**src/rtl/led_blink_pkg.sv**
```systemverilog
// rtl/led_blink_pkg.sv - mode codes, phase timing constants and counter widths for the LED blink engine
package led_blink_pkg;

    localparam int FRAME_W = 12;
    localparam int SUB_W   = 8;

    typedef logic [FRAME_W-1:0] frame_t;
    typedef logic [SUB_W-1:0]   sub_t;

    localparam logic [3:0] LED_OFF   = 4'd0;
    localparam logic [3:0] BLK_1HZ   = 4'd1;
    localparam logic [3:0] BLK_2HZ   = 4'd2;
    localparam logic [3:0] BLK_4HZ   = 4'd3;
    localparam logic [3:0] BURST_05S = 4'd4;
    localparam logic [3:0] BURST_35S = 4'd5;
    localparam logic [3:0] LED_ON    = 4'd6;
    localparam logic [3:0] BLK_07S   = 4'd7;
    localparam logic [3:0] BREATHE   = 4'd8;
    localparam logic [3:0] DIM       = 4'd9;

    // Periods and lit-window lengths, all in 1 ms ticks
    localparam frame_t PER_1HZ      = 12'd1000;
    localparam frame_t ON_1HZ       = 12'd500;
    localparam frame_t PER_2HZ      = 12'd500;
    localparam frame_t ON_2HZ       = 12'd250;
    localparam frame_t PER_4HZ      = 12'd250;
    localparam frame_t ON_4HZ       = 12'd125;
    localparam frame_t PER_07S      = 12'd700;
    localparam frame_t ON_07S       = 12'd350;
    localparam frame_t PER_BURST    = 12'd4000;
    localparam frame_t ON_BURST_05S = 12'd500;
    localparam frame_t ON_BURST_35S = 12'd3500;
    localparam frame_t PER_BREATHE  = 12'd2048;
    localparam frame_t BREATHE_HALF = 12'd1024;
    localparam frame_t PER_IDLE     = 12'd1000;

    localparam sub_t SUB_LAST = 8'd249;
    localparam sub_t SUB_ON   = 8'd125;

    // Steady modes (off/on/dim) have no visible phase; their frame just free-runs.
    function automatic frame_t frame_period(input logic [3:0] code);
        case (code)
            BLK_1HZ:              return PER_1HZ;
            BLK_2HZ:              return PER_2HZ;
            BLK_4HZ:              return PER_4HZ;
            BURST_05S, BURST_35S: return PER_BURST;
            BLK_07S:              return PER_07S;
            BREATHE:              return PER_BREATHE;
            default:              return PER_IDLE;
        endcase
    endfunction

endpackage

```
**src/rtl/led_blink_engine_if.sv**
```systemverilog
// rtl/led_blink_engine_if.sv - register-file side mode/control bundle and LED pin drive
interface led_blink_engine_if #(
    parameter int NUM_LED = 16,
    parameter int MODE_W  = 4
);
    logic [NUM_LED*MODE_W-1:0] LED_MODE;
    logic                      GLOBAL_EN;
    logic                      SYNC_REQ;
    logic [NUM_LED-1:0]        LED;

    modport master (output LED_MODE, output GLOBAL_EN, output SYNC_REQ, input LED);
    modport slave  (input LED_MODE, input GLOBAL_EN, input SYNC_REQ, output LED);
endinterface

```
**src/rtl/led_chan_engine.sv**
```systemverilog
// rtl/led_chan_engine.sv - one LED channel: registered mode, ms frame/sub phase counters, lit decode
module led_chan_engine
    import led_blink_pkg::*;
#(
    parameter int         MODE_W    = 4,
    parameter logic [7:0] DIM_LEVEL = 8'd64
) (
    input  logic              clk,
    input  logic              rst,
    input  logic [MODE_W-1:0] mode_in,
    input  logic              tick,
    input  logic              sync_req,
    input  logic [7:0]        pwm,
    output logic              lit
);

    logic [MODE_W-1:0] mode_q, mode_d;
    frame_t            frame_q, frame_d;
    sub_t              sub_q, sub_d;
    logic              reserved;
    logic [3:0]        code;
    frame_t            period;
    logic [7:0]        bright;

    always_comb begin
        reserved = (mode_q > MODE_W'(DIM));
        code     = reserved ? LED_OFF : mode_q[3:0];
        period   = frame_period(code);
        mode_d   = mode_q;
        frame_d  = frame_q;
        sub_d    = sub_q;

        // A new mode restarts the phase; sync/reserved clears beat a coincident tick.
        if (mode_in != mode_q) begin
            mode_d  = mode_in;
            frame_d = '0;
            sub_d   = '0;
        end else if (sync_req || reserved) begin
            frame_d = '0;
            sub_d   = '0;
        end else if (tick) begin
            if (frame_q == period - FRAME_W'(1)) begin
                frame_d = '0;
                sub_d   = '0;
            end else begin
                frame_d = frame_q + FRAME_W'(1);
                sub_d   = (sub_q == SUB_LAST) ? '0 : sub_q + SUB_W'(1);
            end
        end

        bright = (frame_q < BREATHE_HALF) ? frame_q[9:2] : ~frame_q[9:2];

        lit = 1'b0;
        case (code)
            BLK_1HZ:   lit = (frame_q < ON_1HZ);
            BLK_2HZ:   lit = (frame_q < ON_2HZ);
            BLK_4HZ:   lit = (frame_q < ON_4HZ);
            BURST_05S: lit = (frame_q < ON_BURST_05S) && (sub_q < SUB_ON);
            BURST_35S: lit = (frame_q < ON_BURST_35S) && (sub_q < SUB_ON);
            LED_ON:    lit = 1'b1;
            BLK_07S:   lit = (frame_q < ON_07S);
            BREATHE:   lit = (pwm < bright);
            DIM:       lit = (pwm < DIM_LEVEL);
            default:   lit = 1'b0;
        endcase
    end

    always_ff @(posedge clk) begin
        if (rst) begin
            mode_q  <= '0;
            frame_q <= '0;
            sub_q   <= '0;
        end else begin
            mode_q  <= mode_d;
            frame_q <= frame_d;
            sub_q   <= sub_d;
        end
    end

endmodule

```
**src/rtl/led_blink_engine.sv**
```systemverilog
// rtl/led_blink_engine.sv - status LED pattern generator: 1 ms prescaler, PWM counter, channel array, pin register
module led_blink_engine
    import led_blink_pkg::*;
#(
    parameter int         NUM_LED    = 16,
    parameter int         MODE_W     = 4,
    parameter int         TICK_DIV   = 25000,
    parameter bit         ACTIVE_LOW = 1'b0,
    parameter logic [7:0] DIM_LEVEL  = 8'd64
) (
    input logic               SYSCLK,
    input logic               RESET,
    led_blink_engine_if.slave io
);

    localparam int PRESC_W = (TICK_DIV > 1) ? $clog2(TICK_DIV) : 1;

    logic [PRESC_W-1:0] presc_q, presc_d;
    logic [7:0]         pwm_q, pwm_d;
    logic [NUM_LED-1:0] led_q, led_d;
    logic [NUM_LED-1:0] lit;
    logic               tick;

    always_comb begin
        tick    = (presc_q == PRESC_W'(TICK_DIV - 1));
        presc_d = (io.SYNC_REQ || tick) ? '0 : presc_q + PRESC_W'(1);
        pwm_d   = pwm_q + 8'd1;
        led_d   = ({NUM_LED{io.GLOBAL_EN}} & lit) ^ {NUM_LED{ACTIVE_LOW}};
    end

    for (genvar i = 0; i < NUM_LED; i++) begin : g_chan
        led_chan_engine #(
            .MODE_W    (MODE_W),
            .DIM_LEVEL (DIM_LEVEL)
        ) u_chan (
            .clk      (SYSCLK),
            .rst      (RESET),
            .mode_in  (io.LED_MODE[i*MODE_W +: MODE_W]),
            .tick     (tick),
            .sync_req (io.SYNC_REQ),
            .pwm      (pwm_q),
            .lit      (lit[i])
        );
    end

    always_ff @(posedge SYSCLK) begin
        if (RESET) begin
            presc_q <= '0;
            pwm_q   <= '0;
            led_q   <= {NUM_LED{ACTIVE_LOW}};
        end else begin
            presc_q <= presc_d;
            pwm_q   <= pwm_d;
            led_q   <= led_d;
        end
    end

    assign io.LED = led_q;

endmodule
```
**src/flat_wrapper.sv**
```systemverilog
// flat-port wrapper written by rule: the top's interface ports become plain ports
module led_blink_engine_flat import led_blink_pkg::*;
#(
    parameter int         NUM_LED    = 16,
    parameter int         MODE_W     = 4,
    parameter int         TICK_DIV   = 25000,
    parameter bit         ACTIVE_LOW = 1'b0,
    parameter logic [7:0] DIM_LEVEL  = 8'd64
)
  (SYSCLK, RESET, io_LED_MODE, io_GLOBAL_EN, io_SYNC_REQ, io_LED);
  led_blink_engine_if #(.NUM_LED(NUM_LED), .MODE_W(MODE_W)) io_i ();
  input logic SYSCLK;
  input logic RESET;
  input wire logic [$bits(io_i.LED_MODE)-1:0] io_LED_MODE;
  input wire logic [$bits(io_i.GLOBAL_EN)-1:0] io_GLOBAL_EN;
  input wire logic [$bits(io_i.SYNC_REQ)-1:0] io_SYNC_REQ;
  output wire logic [$bits(io_i.LED)-1:0] io_LED;
  assign io_i.LED_MODE = io_LED_MODE;
  assign io_i.GLOBAL_EN = io_GLOBAL_EN;
  assign io_i.SYNC_REQ = io_SYNC_REQ;
  assign io_LED = io_i.LED;
  led_blink_engine #(.NUM_LED(NUM_LED), .MODE_W(MODE_W), .TICK_DIV(TICK_DIV), .ACTIVE_LOW(ACTIVE_LOW), .DIM_LEVEL(DIM_LEVEL)) u_core (.SYSCLK(SYSCLK), .RESET(RESET), .io(io_i));
endmodule
```
**config.mk**
```make
export PLATFORM = sky130hd
export DESIGN_NAME = led_blink_engine_flat
export DESIGN_NICKNAME = d
export VERILOG_FILES = /design/src/rtl/led_blink_pkg.sv /design/src/rtl/led_blink_engine_if.sv /design/src/rtl/led_chan_engine.sv /design/src/rtl/led_blink_engine.sv /design/src/flat_wrapper.sv
export SDC_FILE = /design/constraint.sdc
export NUM_CORES = 2
export LEC_CHECK = 0
export ABC_AREA = 1
export BUFFER_PORTS_ARGS = -buffer_cell sky130_fd_sc_hd__buf_4
export CORE_MARGIN = 2
export CORE_UTILIZATION = 40
export CTS_CLUSTER_SIZE = 25
export DETAILED_ROUTE_END_ITERATION = 6
export PLACE_DENSITY = 0.59
export SLEW_MARGIN = 20
export SYNTH_ARGS = -nofsm -noshare
export SYNTH_HDL_FRONTEND = slang
export SYNTH_SLANG_ARGS = --single-unit
```
**constraint.sdc**
```tcl
create_clock -name SYSCLK -period 2.95 [get_ports SYSCLK]
set_input_delay 0.4425 -clock SYSCLK [delete_from_list [all_inputs] [get_ports SYSCLK]]
set_output_delay 0.4425 -clock SYSCLK [all_outputs]
set_load 0.03 [all_outputs]
```
### After elaboration in Yosys (flattened, before gate mapping)

Index checks and enable logic that the tools add are counted.

* register bits: 423
* bits of input ports: 68
* logic and storage cells: 650

* $add $sub $neg: 50
* order comparisons: 145
* equal/unequal tests: 193
* mux-type cells: 112
* bitwise operators: 17
* reduce and logical (&&, ||, !) cells: 82

Operators by type and width (number)
* $pmux 12 s5: 16
* $lt 12x9->1 const B: 32
* $mux 8: 48
* $eq 4x3->1 const B: 64
* $add 12x1->12 const B: 16
* $eq 12x12->1: 16
* $lt 12x11->1 const B: 16
* $lt 12x12->1 const B: 16
* $lt 12x7->1 const B: 16
* $lt 12x8->1 const B: 16
* $mux 12: 16
* $sub 12x1->12 const B: 16
* $pmux 1 s9: 16
* $add 8x1->8 const B: 17
* $lt 8x7->1 const B: 17
* $eq 4x2->1 const B: 32
* $eq 4x4->1 const B: 32
* $eq 8x8->1 const B: 16
* $lt 8x8->1: 16
* $not 8->8: 16
* $eq 4x1->1 const B: 16
* $gt 4x4->1 const B: 16
* $mux 4: 16
* $ne 4x4->1: 16
* 7 further kinds: 85

### Depth between registers and ports, before layout

* depth after elaboration: 8
* depth in mapped cells: 23
* gate-level depth less buffers: 22

### By module

From an unflattened synthesis, not the netlist that was laid out.

* cell total of the unflattened synthesis: 5626
* area, all modules: 38159.1 sq um

Modules (own cells, without submodules)
* led_chan_engine (u_core.g_chan[12].u_chan ...): times used 12, cells each 335, area each 2273.4 sq um, sequential area each 480.5 sq um
* led_chan_engine (u_core.g_chan[0].u_chan ...): times used 4, cells each 350, area each 2337.2 sq um, sequential area each 480.5 sq um
* led_blink_engine: times used 1, cells each 206, area each 1529.0 sq um, sequential area each 780.7 sq um

### Worst setup path after synthesis

No wires, ideal clock.

* path kind: reg-to-reg
* start: register u_core.g_chan[4].u_chan.mode_q[1]
* end: register u_core.g_chan[4].u_chan.frame_q[9]
* library setup time: 0.121 ns
* arrival: 2.307 ns
* data required time: 2.829 ns
* slack: 0.522 ns
* stages on the path, launching flop included: 20
* buffers on the path: 1
* clock period less this slack: 2.428 ns
* path through: dfxtp_1 -> nor2_2 -> nor2_1 -> nor3_1 -> nand2_1 -> nand2_1 -> inv_1 -> ha_1 -> inv_1 -> nand2_1 -> nand3_1 -> a21oi_1 -> nand3_1 -> nor2_1 -> nand2_1 -> nor2_1 -> nand3_2 -> o21ai_2 -> buf_4 -> nor2_1

* longest elaborated chain between the ends: 8
* elaborated cells on any way between the ends: 16
* classes of those cells: add/sub: 1; order compare: 1; eq/ne: 8; mux: 3; reduce/logical: 3

RTL lines
* from (decl): RTL line led_chan_engine.sv:17 `logic [MODE_W-1:0] mode_q, mode_d;`
* from (signal assigned): RTL line led_chan_engine.sv:74 `mode_q <= mode_d;`
* $gt 4x4->1: RTL line led_chan_engine.sv:26 `reserved = (mode_q > MODE_W'(DIM));`
* $mux 4: RTL line led_chan_engine.sv:27 `code = reserved ? LED_OFF : mode_q[3:0];`
* $eq 4x3->1: RTL line led_blink_pkg.sv:42 `case (code)`
* $reduce_or 2->1: RTL line led_blink_pkg.sv:42
* $pmux 12 s5: RTL line led_blink_pkg.sv:42
* $sub 12x1->12: RTL line led_chan_engine.sv:42 `if (frame_q == period - FRAME_W'(1)) begin`
* $eq 12x12->1: RTL line led_chan_engine.sv:42
* $mux 12: RTL line led_chan_engine.sv:42
* to (signal assigned): RTL line led_chan_engine.sv:75 `frame_q <= frame_d;`
* to (decl): RTL line led_chan_engine.sv:18 `frame_t frame_q, frame_d;`

Several ways; a longest one is shown, not always the timed one.
A chain may end at the register's enable or synchronous reset.

### Worst setup path after layout

* start: register u_core.g_chan[14].u_chan.mode_q[3]
* end: register u_core.g_chan[14].u_chan.frame_q[7]

* longest elaborated chain between the ends: 8
* elaborated cells on any way between the ends: 16
* classes of those cells: add/sub: 1; order compare: 1; eq/ne: 8; mux: 3; reduce/logical: 3

RTL lines (RTL line)
* from (decl): led_chan_engine.sv:17
* from (signal assigned): led_chan_engine.sv:74
* $gt 4x4->1: led_chan_engine.sv:26
* $mux 4: led_chan_engine.sv:27
* $eq 4x3->1: led_blink_pkg.sv:42
* $reduce_or 2->1: led_blink_pkg.sv:42
* $pmux 12 s5: led_blink_pkg.sv:42
* $sub 12x1->12: led_chan_engine.sv:42
* $eq 12x12->1: led_chan_engine.sv:42
* $mux 12: led_chan_engine.sv:42
* to (signal assigned): led_chan_engine.sv:75
* to (decl): led_chan_engine.sv:18

Several ways; a longest one is shown, not always the timed one.

==> run metrics <==
worst skew pair latency=0.64 ns; area grow syn2layout=12.47%; Max-slew headroom=32.17%; IO buf count=83; HP Start=io_LED_MODE[63]; clock transition at the registers of the reported paths=0.06 ns; Cell Rows=108; post-synth top area cell=dfxtp_1; Netlist cell types=55; initial antenna violation count=0; DRC=0; vias in the first global route=33153; CP Capture Type=flop; Num CTS Buffers=56; nets=6086; Hold Crit Class=in -> reg; die area=89910 sq um; Worst path max stage delay=0.39 ns; Top Ports=84; CP Max Fanout=8; gr usage total=22.51%; largest net degree at the start of global routing=53; most instantiated cells after synthesis=nand2_1 (1329), nor2_1 (894), inv_1 (774), nand3_1 (470), dfxtp_1 (423); Layout Skew=0.02741 ns; H-tree depth=2; crit path launch type=flop; routed wire length=103100 um; Max IR drop VDD=451.5 uV; Mean Syn Cell Area=6.118 sq um; top-count cell post-synth=nand2_1; ranking of synthesized cells by area=dfxtp_1 (24%), nand2_1 (14%), nor2_1 (9.6%); class of the most critical setup path=reg -> reg; Post-synth EDFFs=0; # fillers=9274; TritonCTS Sinks=423; starting density of the core=40.36%; Die W=299.8 um; GP Congestion=0.9554; Max-cap violations=0; PwrDens=382.6 nW/um^2; wire per inst=14.74 um; n_diodes=0; Vert. Die Dim=299.8 um; Fin Hold WS=0.03324 ns; sequential area share after synthesis=24.19%; Placed Cells=6876; DRT Pass-1 Iters=6; Critical Path AT=3.21 ns; highest clock rate=372.6 MHz; crit path max-delay cell type=dfxtp_1; Routed Antenna Nets=0; vias=35715; gr ovfl total=0; R2R Path Start=u_core.g_chan[14].u_chan.mode_q[3]$_SDFFE_PP0P_; final hold vios=0; worst-margin pin slew=1.004 ns; post-synthesis async set-or-reset flop share=0%; initial DRC count=2477; CP Cell Sequence=inv_1, nand3_1, nor2_1, inv_1, ha_1, inv_1, nand4_1, xor2_1, nand4_1, nor2_1, nand3_1, nand2_2, nor2_1; Mapped Cells=5722; fin crit period=2.684 ns; post-route insts no fill=6995; clock root cell=clkbuf_16; status=finished clean; syn nets=6016; clk buf depth=3; Cell Area, Synth=35010 sq um; first-pass GRT wire length=169300 um; warnings from Yosys=0; CP Launch Point=u_core.g_chan[14].u_chan.mode_q[3]$_SDFFE_PP0P_; RSZ-0062 raised after global routing=true; CP required=3.47 ns; share of cells above drive strength 1=6.901%; register bit total from synthesis=423; setup violators final=0; final count of pins violating max slew=0; vias per cell=5.106; Post-DP HPWL=76540 um; Synth Flop Type=dfxtp_1; fin crit share=90.99%; area fraction of the dominant cell type after synthesis=24.19%; Leakage Power=0.01646 uW; CTS tree=done; core region area=86750 sq um
## cells in the final DEF (no fill, tap or decap), drive strengths merged, types with 17 or more instances in the layout
cell	n
a211oi	22
nand2	1352
xnor2	41
clkbuf	70
nand4	155
a21oi	317
o211ai	23
nor4	28
nor2	931
nor3b	17
buf	155
ha	226
inv	793
o22ai	37
xor2	285
dfxtp	423
o21ai	157
nand3b	20
nor3	156
nand3	477
clkinv	22
## per-layer routing
metal / routed length (um) / GRT usage, %
met1: 49090 / 30.66
met2: 47010 / 37.70
met3: 4635 / 2.493
met4: 2390 / 5.857
met5: 0 / 0
## worst paths after layout
check	endpoint	slack, ns	cells after the start
worst max-delay path	u_core.g_chan[14].u_chan.frame_q[7]$_SDFFE_PP0P_	0.27	13
worst min-delay path	u_core.g_chan[15].u_chan.mode_q[3]$_SDFFE_PP0P_	0.03	3
worst max register to register	u_core.g_chan[14].u_chan.frame_q[7]$_SDFFE_PP0P_	0.27	13
worst min register to register	u_core.presc_q[0]$_SDFF_PP0_	0.44	1
## kinds of logic (layout without fill, tap and decap cells)
family | Yosys count | after routing | synth area share, %
xor gates and xnor gates | 326 | 326 | 8.156
AOI/OAI and AO/OA | 637 | 638 | 10.36
buffers and inverters | 951 | 1068 | 10.46
and+or+nand+nor | 3159 | 3159 | 38.76
adders and majority gates | 226 | 226 | 8.077
DFF | 423 | 423 | 24.19
## critical path: cells and delay by family (launching register included)
family | cells | cell delay, ns
and+or+nand+nor | 8 | 1.34
DFF | 1 | 0.39
buffers and inverters | 3 | 0.33
adders and majority gates | 1 | 0.27
xor gates and xnor gates | 1 | 0.26
## state kept, by name, summed over array words and instances (netlist names)
register and flops:
u_core.g_chan.u_chan.frame_q 192, u_core.presc_q 15, u_core.io.LED 16, u_core.g_chan.u_chan.sub_q 128, u_core.g_chan.u_chan.mode_q 64, u_core.pwm_q 8
## what timing repair did
action                     in CTS  in global routing
hold buffers                    9                  0
hold endpoints to repair        9                  0
gates resized for setup         0                 41
setup endpoints to repair       0                131
buffers inserted                0                  3
## area by class of cell
class	count	area, sq um	share of cell area (%)
repair buffers	164	1304	3.311
well taps	1155	1445	3.670
clock buffers	70	1555	3.950
multi-input cells	4349	23040	58.52
flip-flops and latches	423	8486	21.55
inverters	798	2995	7.607
clock inverters	36	546.8	1.389
## power by group
| group | switching [uW] | leakage [uW] | total (uW) | internal [uW] |
|---|---|---|---|---|
| Clock | 2880 | 0.00102 | 7750 | 4880 |
| Sequential | 101 | 0.00343 | 5880 | 5780 |
| Combinational | 919 | 0.0120 | 1430 | 513 |
| Total | 3900 | 0.0165 | 15100 | 11200 |
## per-stage QoR
step	power, uW	setup TNS, ns	setup WS [ns]	util [%]	area, sq um
5_1_grt	15710	-0.4330	-0.06846	45.39	39380
2_1_floorplan	6964	0	0.5220	-	35010
4_1_cts	15270	0	0.1194	45.20	39210
3_5_place_dp	7405	0	0.1457	42.67	37020
3_3_place_gp	7409	0	0.1915	42.67	37020
6_report	15060	0	0.2659	45.39	39380
Note: power is estimated with default switching activity, not from simulation.
